### src/rtl/arb_pkg.sv
// Shared types and limits for the asynchronous-request round-robin arbiter.
package arb_pkg;

    typedef enum logic [1:0] {
        IDLE  = 2'd0,
        START = 2'd1,
        BUSY  = 2'd2,
        ACK   = 2'd3
    } arb_state_t;

    localparam int ARB_RANK_MIN = 2;
    localparam int ARB_RANK_MAX = 4;
    localparam int ARB_NREQ_MIN = 2;
    localparam int ARB_NREQ_MAX = 16;

endpackage

### src/rtl/async_req_arbiter_rr_pick.sv
// Combinational round-robin picker: scans the request vector starting one
// position above the last winner, wrapping modulo NREQ, and reports the first
// set bit as a valid flag, a one-hot vector and a binary index.
module rr_pick #(
    parameter int NREQ = 4,
    parameter int IW   = $clog2(NREQ)
) (
    input  logic [NREQ-1:0] i_req,
    input  logic [IW-1:0]   i_last_gnt,
    output logic            o_valid,
    output logic [NREQ-1:0] o_onehot,
    output logic [IW-1:0]   o_idx
);

    // Rotating priority scan; the first hit freezes all three outputs.
    always_comb begin
        int            cand;
        logic [IW-1:0] cand_idx;
        logic          hit;
        o_valid  = 1'b0;
        o_onehot = '0;
        o_idx    = '0;
        cand     = 0;
        cand_idx = '0;
        hit      = 1'b0;
        for (int k = 1; k <= NREQ; k++) begin
            cand     = (int'(i_last_gnt) + k) % NREQ;
            cand_idx = IW'(cand);
            hit      = !o_valid && i_req[cand_idx];
            o_onehot = hit ? (NREQ'(1) << cand_idx) : o_onehot;
            o_idx    = hit ? cand_idx : o_idx;
            o_valid  = o_valid | hit;
        end
    end

endmodule

### src/rtl/async_req_arbiter.sv
// Round-robin arbiter handing a single-owner resource to NREQ requesters that
// live in foreign clock domains. Requests are synchronised through a RANK-deep
// flop chain, one winner is granted, the resource is kicked with a one-cycle
// res_start pulse, and the transaction closes with a 4-phase req/ack handshake.
// Optional BUSY watchdog: define ARB_TIMEOUT_EN to enable it; otherwise BUSY
// waits for res_done indefinitely and o_err_tmo is tied low.
module async_req_arbiter
    import arb_pkg::*;
#(
    parameter int NREQ    = 4,
    parameter int RANK    = 2,
    parameter int TMO_CYC = 200
) (
    input  logic                    i_clk,
    input  logic                    i_rst,
    input  logic [NREQ-1:0]         i_req_async,
    output logic [NREQ-1:0]         o_ack,
    output logic [NREQ-1:0]         o_gnt,
    output logic [$clog2(NREQ)-1:0] o_gnt_id,
    output logic                    o_res_start,
    input  logic                    i_res_done,
    output logic                    o_busy,
    output logic                    o_err_tmo
);

    localparam int IW        = $clog2(NREQ);
    localparam int SYNC_TAIL = (RANK >= ARB_RANK_MIN) ? (RANK - 1) : 1;

    // Elaboration-time parameter legality checks.
    if (RANK < ARB_RANK_MIN || RANK > ARB_RANK_MAX) begin : g_bad_rank
        $error("async_req_arbiter: RANK=%0d outside legal range 2..4", RANK);
    end
    if (NREQ < ARB_NREQ_MIN || NREQ > ARB_NREQ_MAX) begin : g_bad_nreq
        $error("async_req_arbiter: NREQ=%0d outside legal range 2..16", NREQ);
    end
    if (TMO_CYC < 1) begin : g_bad_tmo
        $error("async_req_arbiter: TMO_CYC=%0d must be at least 1", TMO_CYC);
    end

    // ------------------------------------------------------------------
    // Request synchroniser: first stage tagged for the place-and-route
    // tools so it is kept adjacent to the second stage.
    // ------------------------------------------------------------------
    (* ASYNC_REG = "TRUE" *) logic [NREQ-1:0] r_sync_s1;
    logic [NREQ-1:0] r_sync_tail [SYNC_TAIL];
    logic [NREQ-1:0] w_req_s;

    // Plain flop chain; reset clears every stage so no stale request survives.
    always_ff @(posedge i_clk) begin
        if (i_rst) begin
            r_sync_s1 <= '0;
            for (int i = 0; i < SYNC_TAIL; i++) begin
                r_sync_tail[i] <= '0;
            end
        end else begin
            r_sync_s1      <= i_req_async;
            r_sync_tail[0] <= r_sync_s1;
            for (int i = 1; i < SYNC_TAIL; i++) begin
                r_sync_tail[i] <= r_sync_tail[i-1];
            end
        end
    end

    assign w_req_s = r_sync_tail[SYNC_TAIL-1];

    // ------------------------------------------------------------------
    // Round-robin winner selection
    // ------------------------------------------------------------------
    logic [IW-1:0]   r_last_gnt;
    logic            w_pick_valid;
    logic [NREQ-1:0] w_pick_onehot;
    logic [IW-1:0]   w_pick_idx;

    rr_pick #(
        .NREQ (NREQ),
        .IW   (IW)
    ) u_rr_pick (
        .i_req      (w_req_s),
        .i_last_gnt (r_last_gnt),
        .o_valid    (w_pick_valid),
        .o_onehot   (w_pick_onehot),
        .o_idx      (w_pick_idx)
    );

    // ------------------------------------------------------------------
    // Transaction FSM and registered outputs
    // ------------------------------------------------------------------
    arb_state_t      r_state;
    logic [NREQ-1:0] r_gnt;
    logic [IW-1:0]   r_gnt_id;
    logic [NREQ-1:0] r_ack;
    logic            r_res_start;
    logic            r_busy;

`ifdef ARB_TIMEOUT_EN
    localparam int            TW       = $clog2(TMO_CYC + 1);
    localparam logic [TW-1:0] TMO_LAST = TW'(TMO_CYC - 1);
    logic [TW-1:0] r_tmo_cnt;
    logic          r_err_tmo;
`endif

    // IDLE->START->BUSY->ACK sequencing; every output is a flop updated here.
    always_ff @(posedge i_clk) begin
        if (i_rst) begin
            r_state     <= IDLE;
            r_gnt       <= '0;
            r_gnt_id    <= '0;
            r_ack       <= '0;
            r_res_start <= 1'b0;
            r_busy      <= 1'b0;
            r_last_gnt  <= IW'(NREQ - 1);
`ifdef ARB_TIMEOUT_EN
            r_tmo_cnt   <= '0;
            r_err_tmo   <= 1'b0;
`endif
        end else begin
            r_res_start <= 1'b0;
            case (r_state)
                IDLE: begin
                    if (w_pick_valid) begin
                        r_state  <= START;
                        r_gnt    <= w_pick_onehot;
                        r_gnt_id <= w_pick_idx;
                        r_busy   <= 1'b1;
                    end else begin
                        r_state  <= IDLE;
                    end
                end
                START: begin
                    // res_done is deliberately not looked at here.
                    r_state     <= BUSY;
                    r_res_start <= 1'b1;
`ifdef ARB_TIMEOUT_EN
                    r_tmo_cnt   <= '0;
`endif
                end
                BUSY: begin
                    if (i_res_done) begin
                        r_state <= ACK;
                        r_ack   <= r_gnt;
                    end
`ifdef ARB_TIMEOUT_EN
                    else if (r_tmo_cnt == TMO_LAST) begin
                        // Resource hung: release the requester and flag it.
                        r_state   <= ACK;
                        r_ack     <= r_gnt;
                        r_err_tmo <= 1'b1;
                    end else begin
                        r_tmo_cnt <= r_tmo_cnt + TW'(1);
                    end
`else
                    else begin
                        r_state <= BUSY;
                    end
`endif
                end
                ACK: begin
                    if (!w_req_s[r_gnt_id]) begin
                        r_state    <= IDLE;
                        r_ack      <= '0;
                        r_gnt      <= '0;
                        r_busy     <= 1'b0;
                        r_last_gnt <= r_gnt_id;
                    end else begin
                        r_state    <= ACK;
                    end
                end
                default: begin
                    r_state <= IDLE;
                    r_gnt   <= '0;
                    r_ack   <= '0;
                    r_busy  <= 1'b0;
                end
            endcase
        end
    end

    assign o_ack       = r_ack;
    assign o_gnt       = r_gnt;
    assign o_gnt_id    = r_gnt_id;
    assign o_res_start = r_res_start;
    assign o_busy      = r_busy;
`ifdef ARB_TIMEOUT_EN
    assign o_err_tmo   = r_err_tmo;
`else
    assign o_err_tmo   = 1'b0;
`endif

endmodule
### config.mk
export PLATFORM = sky130hd
export DESIGN_NAME = async_req_arbiter
export DESIGN_NICKNAME = d
export VERILOG_FILES = /design/src/rtl/arb_pkg.sv /design/src/rtl/async_req_arbiter_rr_pick.sv /design/src/rtl/async_req_arbiter.sv
export SDC_FILE = /design/constraint.sdc
export NUM_CORES = 1
export LEC_CHECK = 0
export CORE_MARGIN = 5
export CORE_UTILIZATION = 53
export DETAILED_ROUTE_END_ITERATION = 8
export PLACE_DENSITY_LB_ADDON = 0.15
export SETUP_SLACK_MARGIN = 0.05
export SYNTH_ARGS = -nofsm -noshare
export SYNTH_HDL_FRONTEND = slang
export SYNTH_SLANG_ARGS = --single-unit
### constraint.sdc
create_clock -name i_clk -period 4.4 [get_ports i_clk]
set_input_delay 0.44 -clock i_clk [delete_from_list [all_inputs] [get_ports i_clk]]
set_output_delay 0.44 -clock i_clk [all_outputs]
set_load 0.01 [all_outputs]
* Word-level counts from Yosys, hierarchy flattened
Memory sizes are Yosys's and may differ from the RTL's.
Cells that the tools add are included.
Widths: inputs -> output; s select.
** Word-level totals
- Flip-flop bits (word level) :: 20
- Bits in latches :: 0
- RAM bits :: 4
- Memory bits (read-only) :: 0
- Output and inout bits :: 13
- Word-level logic and storage cells :: 82
- Memories :: 1
** Cells by class
- Add/sub/neg operators :: 4
- Multiply operators :: 0
- Div/mod/pow operators :: 0
- Magnitude comparators :: 5
- Equal/unequal tests :: 6
- Shift operators :: 4
- Muxes and demuxes :: 36
- Bitwise gates (word level) :: 4
- Reduce and logical (&&, ||, !) cells :: 14
** Memory list
- r_sync_tail :: depth 1, bits a word 4, read ports 1, clocked after memory_dff 0, wr ports 1, line async_req_arbiter.sv:45 : logic [NREQ-1:0] r_sync_tail [SYNC_TAIL];
** Operators with widths (number)
- $mux 4 :: 8
- $pmux 4 s2 :: 2
- $shl 1x2->4 const A :: 4
- $lt 2x3->1 const B :: 5
- $mux 1 :: 14
- $bmux 1 s2 :: 5
- $mux 2 :: 5
- $pmux 2 s4 :: 1
- $reduce_and 3->1 :: 2
- $add 2x1->2 const B :: 2
- $add 2x2->2 const B :: 2
- $eq 2x2->1 const B :: 2
- $ne 2x2->1 const B :: 2
- $reduce_and 2->1 :: 2
- $reduce_bool 2->1 :: 2
- $reduce_or 4->1 :: 1
- $logic_and 1x1->1 :: 3
- $logic_not 1->1 :: 3
- $or 1x1->1 :: 3
- $eq 2x1->1 const B :: 1
- $logic_not 2->1 :: 1
- $ne 2x1->1 const B :: 1
- $pmux 1 s2 :: 1
- $not 1->1 :: 1

* Longest topological paths before layout
Gate-level depths: netlist of the first run.
- Word-level depth :: 14
- Mapped depth :: 8
- Mapped depth without buffers :: 6

* By module
Synthesis of the first run repeated with hierarchy kept, for this count alone.
** Unflattened totals
- Cells, all modules :: 155
- Area total of the unflattened synthesis :: 1487.7 µm²
** Modules (own cells, without submodules)
- async_req_arbiter :: instances 1, cells an instance 87, area each 954.7 µm², seq. area each 480.5 µm²
- rr_pick :: instances 1, cells an instance 68, area each 533.0 µm², seq. area each 0.0 µm²

* Worst setup path after synthesis of the first run
OpenSTA, ideal clock, no wires.
- Path kind :: reg2reg
- Start point :: register r_last_gnt[0]
- End point :: register r_gnt[0], in the netlist o_gnt[0]
- Library setup time :: 0.059 ns
- Arrival :: 2.505 ns
- Slack :: 1.835 ns
- Stages on the path, launching flop included :: 9
- Period minus slack after synthesis :: 2.565 ns
- Cells stage by stage :: dfxtp_1 -> buf_2 -> inv_1 -> ha_1 -> clkbuf_1 -> mux4_2 -> nor4b_2 -> and3_1 -> a211o_1
** On the way
- Longest elaborated chain between the ends :: 14
** RTL lines
- start, declared :: line async_req_arbiter.sv:69 : logic [IW-1:0] r_last_gnt;
- start signal, assigned :: line async_req_arbiter.sv:111 : r_last_gnt <= IW'(NREQ - 1);
- start signal, assigned :: line async_req_arbiter.sv:163 : r_last_gnt <= r_gnt_id;
- $add 2x1->2 :: line async_req_arbiter_rr_pick.sv:27 : cand = (int'(i_last_gnt) + k) % NREQ;
- $bmux 1 s2 :: line async_req_arbiter_rr_pick.sv:29 : hit = !o_valid && i_req[cand_idx];
- $mux 1 (implied by the code) :: line async_req_arbiter_rr_pick.sv:29
- $logic_not 1->1 :: line async_req_arbiter_rr_pick.sv:29
- $logic_and 1x1->1 :: line async_req_arbiter_rr_pick.sv:29
- $or 1x1->1 :: line async_req_arbiter_rr_pick.sv:32 : o_valid = o_valid | hit;
- $logic_not 1->1 :: line async_req_arbiter_rr_pick.sv:29
- $logic_and 1x1->1 :: line async_req_arbiter_rr_pick.sv:29
- $or 1x1->1 :: line async_req_arbiter_rr_pick.sv:32
- $logic_not 1->1 :: line async_req_arbiter_rr_pick.sv:29
- $logic_and 1x1->1 :: line async_req_arbiter_rr_pick.sv:29
- $mux 4 or $or 1x1->1 (tied branches) :: line async_req_arbiter_rr_pick.sv:30, async_req_arbiter_rr_pick.sv:32
- $mux 4 or $ne 2x1->1 (tied branches)
- $pmux 4 s2 or $reduce_and 3->1 (tied branches)
- end signal, assigned :: line async_req_arbiter.sv:122 : r_gnt <= w_pick_onehot;
- end, declared :: line async_req_arbiter.sv:89 : logic [NREQ-1:0] r_gnt;
Parallel ways exist; a longest one is shown, timed or not. The select of a mux whose other input is x is not followed.
A chain may end at the register's enable or synchronous reset.

* Final worst setup path of the first run
Ends and elaborated chain as after synthesis.

==> out/metrics.yaml, run 1 <==
initial_utilization: 0.5416
hold_viol_final: 0
yosysTopAreaCell: "dfxtp_1"
cts_tree: "built"
fin_nets: 184
grt_max_degree: 20
rsz0062_at_grt: "false"
max_slew_margin: 0.5005
hold_depth: 1
synthTopCellsByCount: "24 x dfxtp_1, 17 x nor2b_1, 13 x ha_1"
synth_cell_types: 38
fin_skew_ns: 0.008611
synth_top_area_frac: 0.3274
hold_buffers: 0
path_cells: "inv_1 -> ha_1 -> mux4_2 -> nor4b_2 -> and3_1 -> a211o_1"
core_mm2: 0.002710
clk_pin_slew_worst_paths_ns: 0.14
critPathKind: "reg2reg"
p_leak_nw: 0.6881
fin_crit_ns: 2.799
path_delay_family: "flip-flops"
critPathCaptureType: "register"
row_count: 19
tightest_slew_ns: 0.7478
crit_path_max_fanout: 16
r2r-start: "r_last_gnt[0]$_SDFFE_PP1P_"
placedInstanceArea_mm2: 0.001634
first_iter_violations: 45
post_cts_resized: 0
r2r_setup_slack_ns: 1.60
holdCritPathClass: "reg2reg"
ys_warn_count: 0
cts_inserted_buffers: 3
fin_crit_sh: 0.6361
regToRegEndpoint: "o_gnt[0]$_SDFFE_PP0P_"
final_area_mm2: 0.001687
synth.net_count: 171
grtUsageTotal: 0.1593
status: "completed"
syn_area_per_cell_um2: 9.720
ys_seq_elements: 24
clkLatencyLatePin_ns: 0.33
synthTopCellsByArea: "dfxtp_1 33%, ha_1 11%, mux4_2 7.7%, nor2b_1 7.2%, mux2i_1 5.5%"
irDropWorstVdd_mv: 0.2682
fin_ws_ns: 1.601
drc: 0
hold-path-endpoint: "r_sync_tail[0][2]$_SDFF_PP0_"
synthMostInstantiatedCell: "dfxtp_1"
antenna_cells: 0
slew_violations: 0
ys.flop_type: "dfxtp_1"
start_kind: "register"
ys_seq_area_frac: 0.3274
cts_setup_buffers: 0
cts_htree_levels: 1
grt_antenna_before_repair: 0
grt_pass1_vias: 1114
worstRegToRegCells: 6
num_io_pins: 20
setup_violations: 0
maxCapViolCount: 0
worst-path-buf-inv: 1
drt-pass1-iter-count: 5
finalCoreUtilization: 0.6223
route.vias.total: 1151
die_h_um: 62.62
slowest_stage: "dfxtp_1"
place_congestion: 0.8467
root_buffer: "clkbuf_4"
async_flop_share: 0
max_stage_delay_ns: 0.77
wirelength_um: 3013
cts_max_path_buffers: 2
synth_edf_count: 0
drive_gt1_frac: 0.09202
fin_setup_tns_ns: 0
via_per_inst: 5.933
syn_inst: 151
dpl.hpwl_um: 2169
crit_start: "r_last_gnt[0]$_SDFFE_PP1P_"
syn_to_final_growth_pct: 14.92
powerDensity_mw_per_mm2: 353.8
ant_nets: 0
die_area_mm2: 0.003921
cts_sinks: 24
die_width_um: 62.62
crit_required_ns: 4.69
grt_pass1_wl_um: 5147
arrival_ns: 3.09
wire_per_inst_um: 15.53
syn-cell-area_mm2: 0.001468
fmax_mhz: 357.3
holdCritStartpoint: "r_sync_s1[2]$_SDFF_PP0_"
place_ws_ns: 1.647
port-buffer-count: 18
grt_overflow_total: 0
-- layer usage --
| layer | global-route usage | vias to the layer above | part of all wire |
|---|---|---|---|
| met1 | 0.1940 | 554 | 0.45 |
| met2 | 0.2694 | 28 | 0.50 |
| met4 | 0.05836 | 0 | 0.0090 |
| li1 | - | 565 | - |
| met5 | 0 | - | 0 |
| met3 | 0.03957 | 4 | 0.043 |
-- state kept, by name, summed over array words and instances, names as in the netlist --
signal / flops
o_ack: 4
o_gnt: 4
r_sync_s1: 4
r_sync_tail: 4
o_gnt_id: 2
r_last_gnt: 2
r_state: 2
o_busy: 1
o_res_start: 1
-- power breakdown --
part | internal (mW) | switching, mW | leakage (nW)
logic | 0.0857 | 0.0865 | 0.464
clock network | 0.0922 | 0.0710 | 0.0279
registers | 0.238 | 0.0236 | 0.197
total | 0.416 | 0.181 | 0.688
-- worst max path at each step --
stage | end | slack, ns | depth (start not counted)
2_1_floorplan | o_gnt[0]$_SDFFE_PP0P_ | 1.84 | 8
6_report | o_gnt[0]$_SDFFE_PP0P_ | 1.60 | 6
4_1_cts | o_gnt[0]$_SDFFE_PP0P_ | 1.61 | 6
3_3_place_gp | o_gnt[0]$_SDFFE_PP0P_ | 1.78 | 6
5_1_grt | o_gnt[0]$_SDFFE_PP0P_ | 1.38 | 6
3_5_place_dp | o_gnt[0]$_SDFFE_PP0P_ | 1.65 | 6
-- through the flow --
stage / hold WS (ns) / total power [mW] / instances
floorplan: 0.4138 / 0.3842 / 151
finish: 0.4557 / 0.5967 / 194
global route: 0.4724 / 0.6324 / 194
global placement: 0.4169 / 0.4323 / 190
CTS: 0.4598 / 0.6014 / 194
detailed placement: 0.4291 / 0.4365 / 190
-- final cells by class --
type | count | area [um2]
sequential | 24 | 480.5
multi-input combinational | 110 | 908.4
inverter | 7 | 26.28
clock inverter | 1 | 30.03
clock buffer | 3 | 22.52
fill | 256 | 1023
timing repair buffer | 18 | 180.2
tap | 31 | 38.79
-- cell usage in the layout, fill, tap and decap left out, types with 3 or more instances in the layout --
master / instances
ha_1: 13
nor2_1: 9
nand2b_1: 4
nor2b_1: 17
clkdlybuf4s50_1: 18
a21oi_1: 6
nand3_1: 6
inv_1: 7
mux4_2: 5
clkbuf_4: 3
dfxtp_1: 24
o211ai_1: 4
nand2_1: 4
a211oi_1: 5
mux2i_1: 8
-- logic make-up (layout without fill, tap and decap cells) --
family | after synthesis | after routing | share of synthesized area
AO/OA/AOI/OAI | 32 | 32 | 0.1637
other | 1 | 1 | 0.002555
flip-flops | 24 | 24 | 0.3274
buffers and inverters | 17 | 29 | 0.05371
AND/OR/NAND/NOR | 50 | 50 | 0.2029
adder cells (fa/ha/maj) | 13 | 13 | 0.1108
multiplexers | 14 | 14 | 0.1390
No activity file was read; power rests on OpenSTA's default activity.
==> run 2, diff against run 1 <==
Settings changed: CORE_UTILIZATION 53 to 49.
Clock period 4.4 ns to 2.4 ns, I/O delays scaled along.
==> out/metrics.yaml, run 2 (same netlist as run 1, synthesis figures left out) <==
r2r-start: "r_last_gnt[0]$_SDFFE_PP1P_"
max_slew_margin: 0.5858
path_cells: "inv_1 -> ha_2 -> mux4_2 -> nor4b_2 -> and3_1 -> a211o_1"
drive_gt1_frac: 0.1310
grt_max_degree: 16
grtUsageTotal: 0.1475
fin_crit_ns: 2.185
grt_pass1_wl_um: 4988
hold_depth: 1
first_iter_violations: 44
die_h_um: 64.73
wire_per_inst_um: 14.68
multi_input_area_um2: 910.9
fin_setup_tns_ns: 0
ant_nets: 0
fin_crit_sh: 0.9102
grt_overflow_total: 0
fin_skew_ns: 0.001581
fmax_mhz: 457.8
worstRegToRegCells: 6
p_leak_nw: 0.7077
num_io_pins: 20
rsz0062_at_grt: "false"
place_congestion: 0.7733
fill_cells: 257
via_per_inst: 5.824
tightest_slew_ns: 0.6162
powerDensity_mw_per_mm2: 635.7
cts_max_path_buffers: 2
clk_pin_slew_worst_paths_ns: 0.13
cts_htree_levels: 1
setup_violations: 0
drc: 0
r2r_setup_slack_ns: 0.22
mostFrequentLayoutCells: "23 x dfxtp_1, 18 x clkdlybuf4s50_1, 17 x nor2b_1"
final_common_cell: "dfxtp_1"
row_count: 19
root_buffer: "clkbuf_4"
seq_area_um2: 481.7
dpl.hpwl_um: 2211
antenna_cells: 0
critPathCaptureType: "register"
crit_required_ns: 2.67
worst-path-buf-inv: 1
fin_nets: 189
hold-path-endpoint: "r_sync_tail[0][3]$_SDFF_PP0_"
fin_total_pwr_mw: 1.098
holdCritStartpoint: "r_sync_s1[3]$_SDFF_PP0_"
arrival_ns: 2.45
slew_violations: 0
slowest_stage: "mux4_2"
maxCapViolCount: 0
status: "completed"
cts_sinks: 24
die_width_um: 64.73
die_area_mm2: 0.004190
clkLatencyLatePin_ns: 0.31
max_stage_delay_ns: 0.61
regToRegEndpoint: "o_gnt[0]$_SDFFE_PP0P_"
critPathKind: "reg2reg"
grt_pass1_vias: 1118
cts_tree: "built"
route.vias.total: 1159
irDropWorstVdd_mv: 0.4283
start_kind: "register"
grt_antenna_before_repair: 0
path_depth: 6
holdCritPathClass: "reg2reg"
hold_viol_final: 0
crit_path_max_fanout: 7
syn_to_final_growth_pct: 17.73
path_delay_family: "multiplexers"
cts_inserted_buffers: 3
wirelength_um: 2922
drt-pass1-iter-count: 4
core_mm2: 0.002805
port-buffer-count: 18
initial_utilization: 0.5232
-- run 2: changes by cell type in the layout (fill, tap and decap cells not counted) --
cell     previous run  this run
buf_4               0         5
dfxtp_1            24        23
ha_2                0         1
ha_1               13        12
dfxtp_2             0         1
-- run 2: per-layer routing --
metal	wire, um	vias up	GRT usage
li1	-	579	-
met1	1323	542	0.1778
met2	1381	32	0.2542
met3	160	6	0.03800
met4	57	0	0.05013
met5	0	-	0
-- run 2: stage by stage --
stage / instances / util / hold WS (ns) / cell area (um2) / setup slack, ns
finish: 199 / 0.6160 / 0.4566 / 1728 / 0.2155
global route: 199 / 0.6160 / 0.4522 / 1728 / 0.09161
CTS: 199 / 0.6151 / 0.4571 / 1725 / 0.1849
detailed placement: 195 / 0.5963 / 0.4301 / 1673 / 0.2306
global placement: 195 / 0.5963 / 0.4193 / 1673 / 0.3412
floorplan: 151 / - / 0.3682 / 1473 / 0.09754
-- run 2: timing repair --
item,in CTS,in global routing
setup buffers,0,0
setup endpoints to repair,0,2
hold buffers,0,0
gates resized for setup,0,1
-- run 2: area by class of cell --
cell class | count | share of cell area
inverter | 7 | 0.01521
multi-input combinational | 110 | 0.5272
timing repair buffer | 23 | 0.1260
tap | 31 | 0.02245
clock buffer | 3 | 0.01303
sequential | 24 | 0.2788
clock inverter | 1 | 0.01738
-- run 2: worst reg2reg max path, delay by kind of cell (launching register included) --
family	cells	cell delay [ns]
mux	1	0.61
simple gates	2	0.54
fa+ha+maj	1	0.43
compound gates	1	0.09
buf+inv	1	0.11
flops	1	0.35
-- run 2: where the power goes --
part | internal, mW | switching [mW] | leakage, nW
clock | 0.169 | 0.123 | 0.0279
sequential | 0.436 | 0.0326 | 0.196
combinational | 0.168 | 0.170 | 0.484
total | 0.773 | 0.326 | 0.708
-- run 2: worst max-delay path by stage --
stage | startpoint | end | slack (ns)
after floorplan | r_last_gnt[0]$_SDFFE_PP1P_ | o_gnt[0]$_SDFFE_PP0P_ | 0.1
after global placement | r_last_gnt[0]$_SDFFE_PP1P_ | o_gnt[0]$_SDFFE_PP0P_ | 0.34
after detailed placement | r_last_gnt[0]$_SDFFE_PP1P_ | o_gnt[0]$_SDFFE_PP0P_ | 0.23
after CTS | r_last_gnt[0]$_SDFFE_PP1P_ | o_gnt[0]$_SDFFE_PP0P_ | 0.18
after global routing | r_last_gnt[1]$_SDFFE_PP1P_ | o_gnt[3]$_SDFFE_PP0P_ | 0.09
final | r_last_gnt[0]$_SDFFE_PP1P_ | o_gnt[0]$_SDFFE_PP0P_ | 0.22
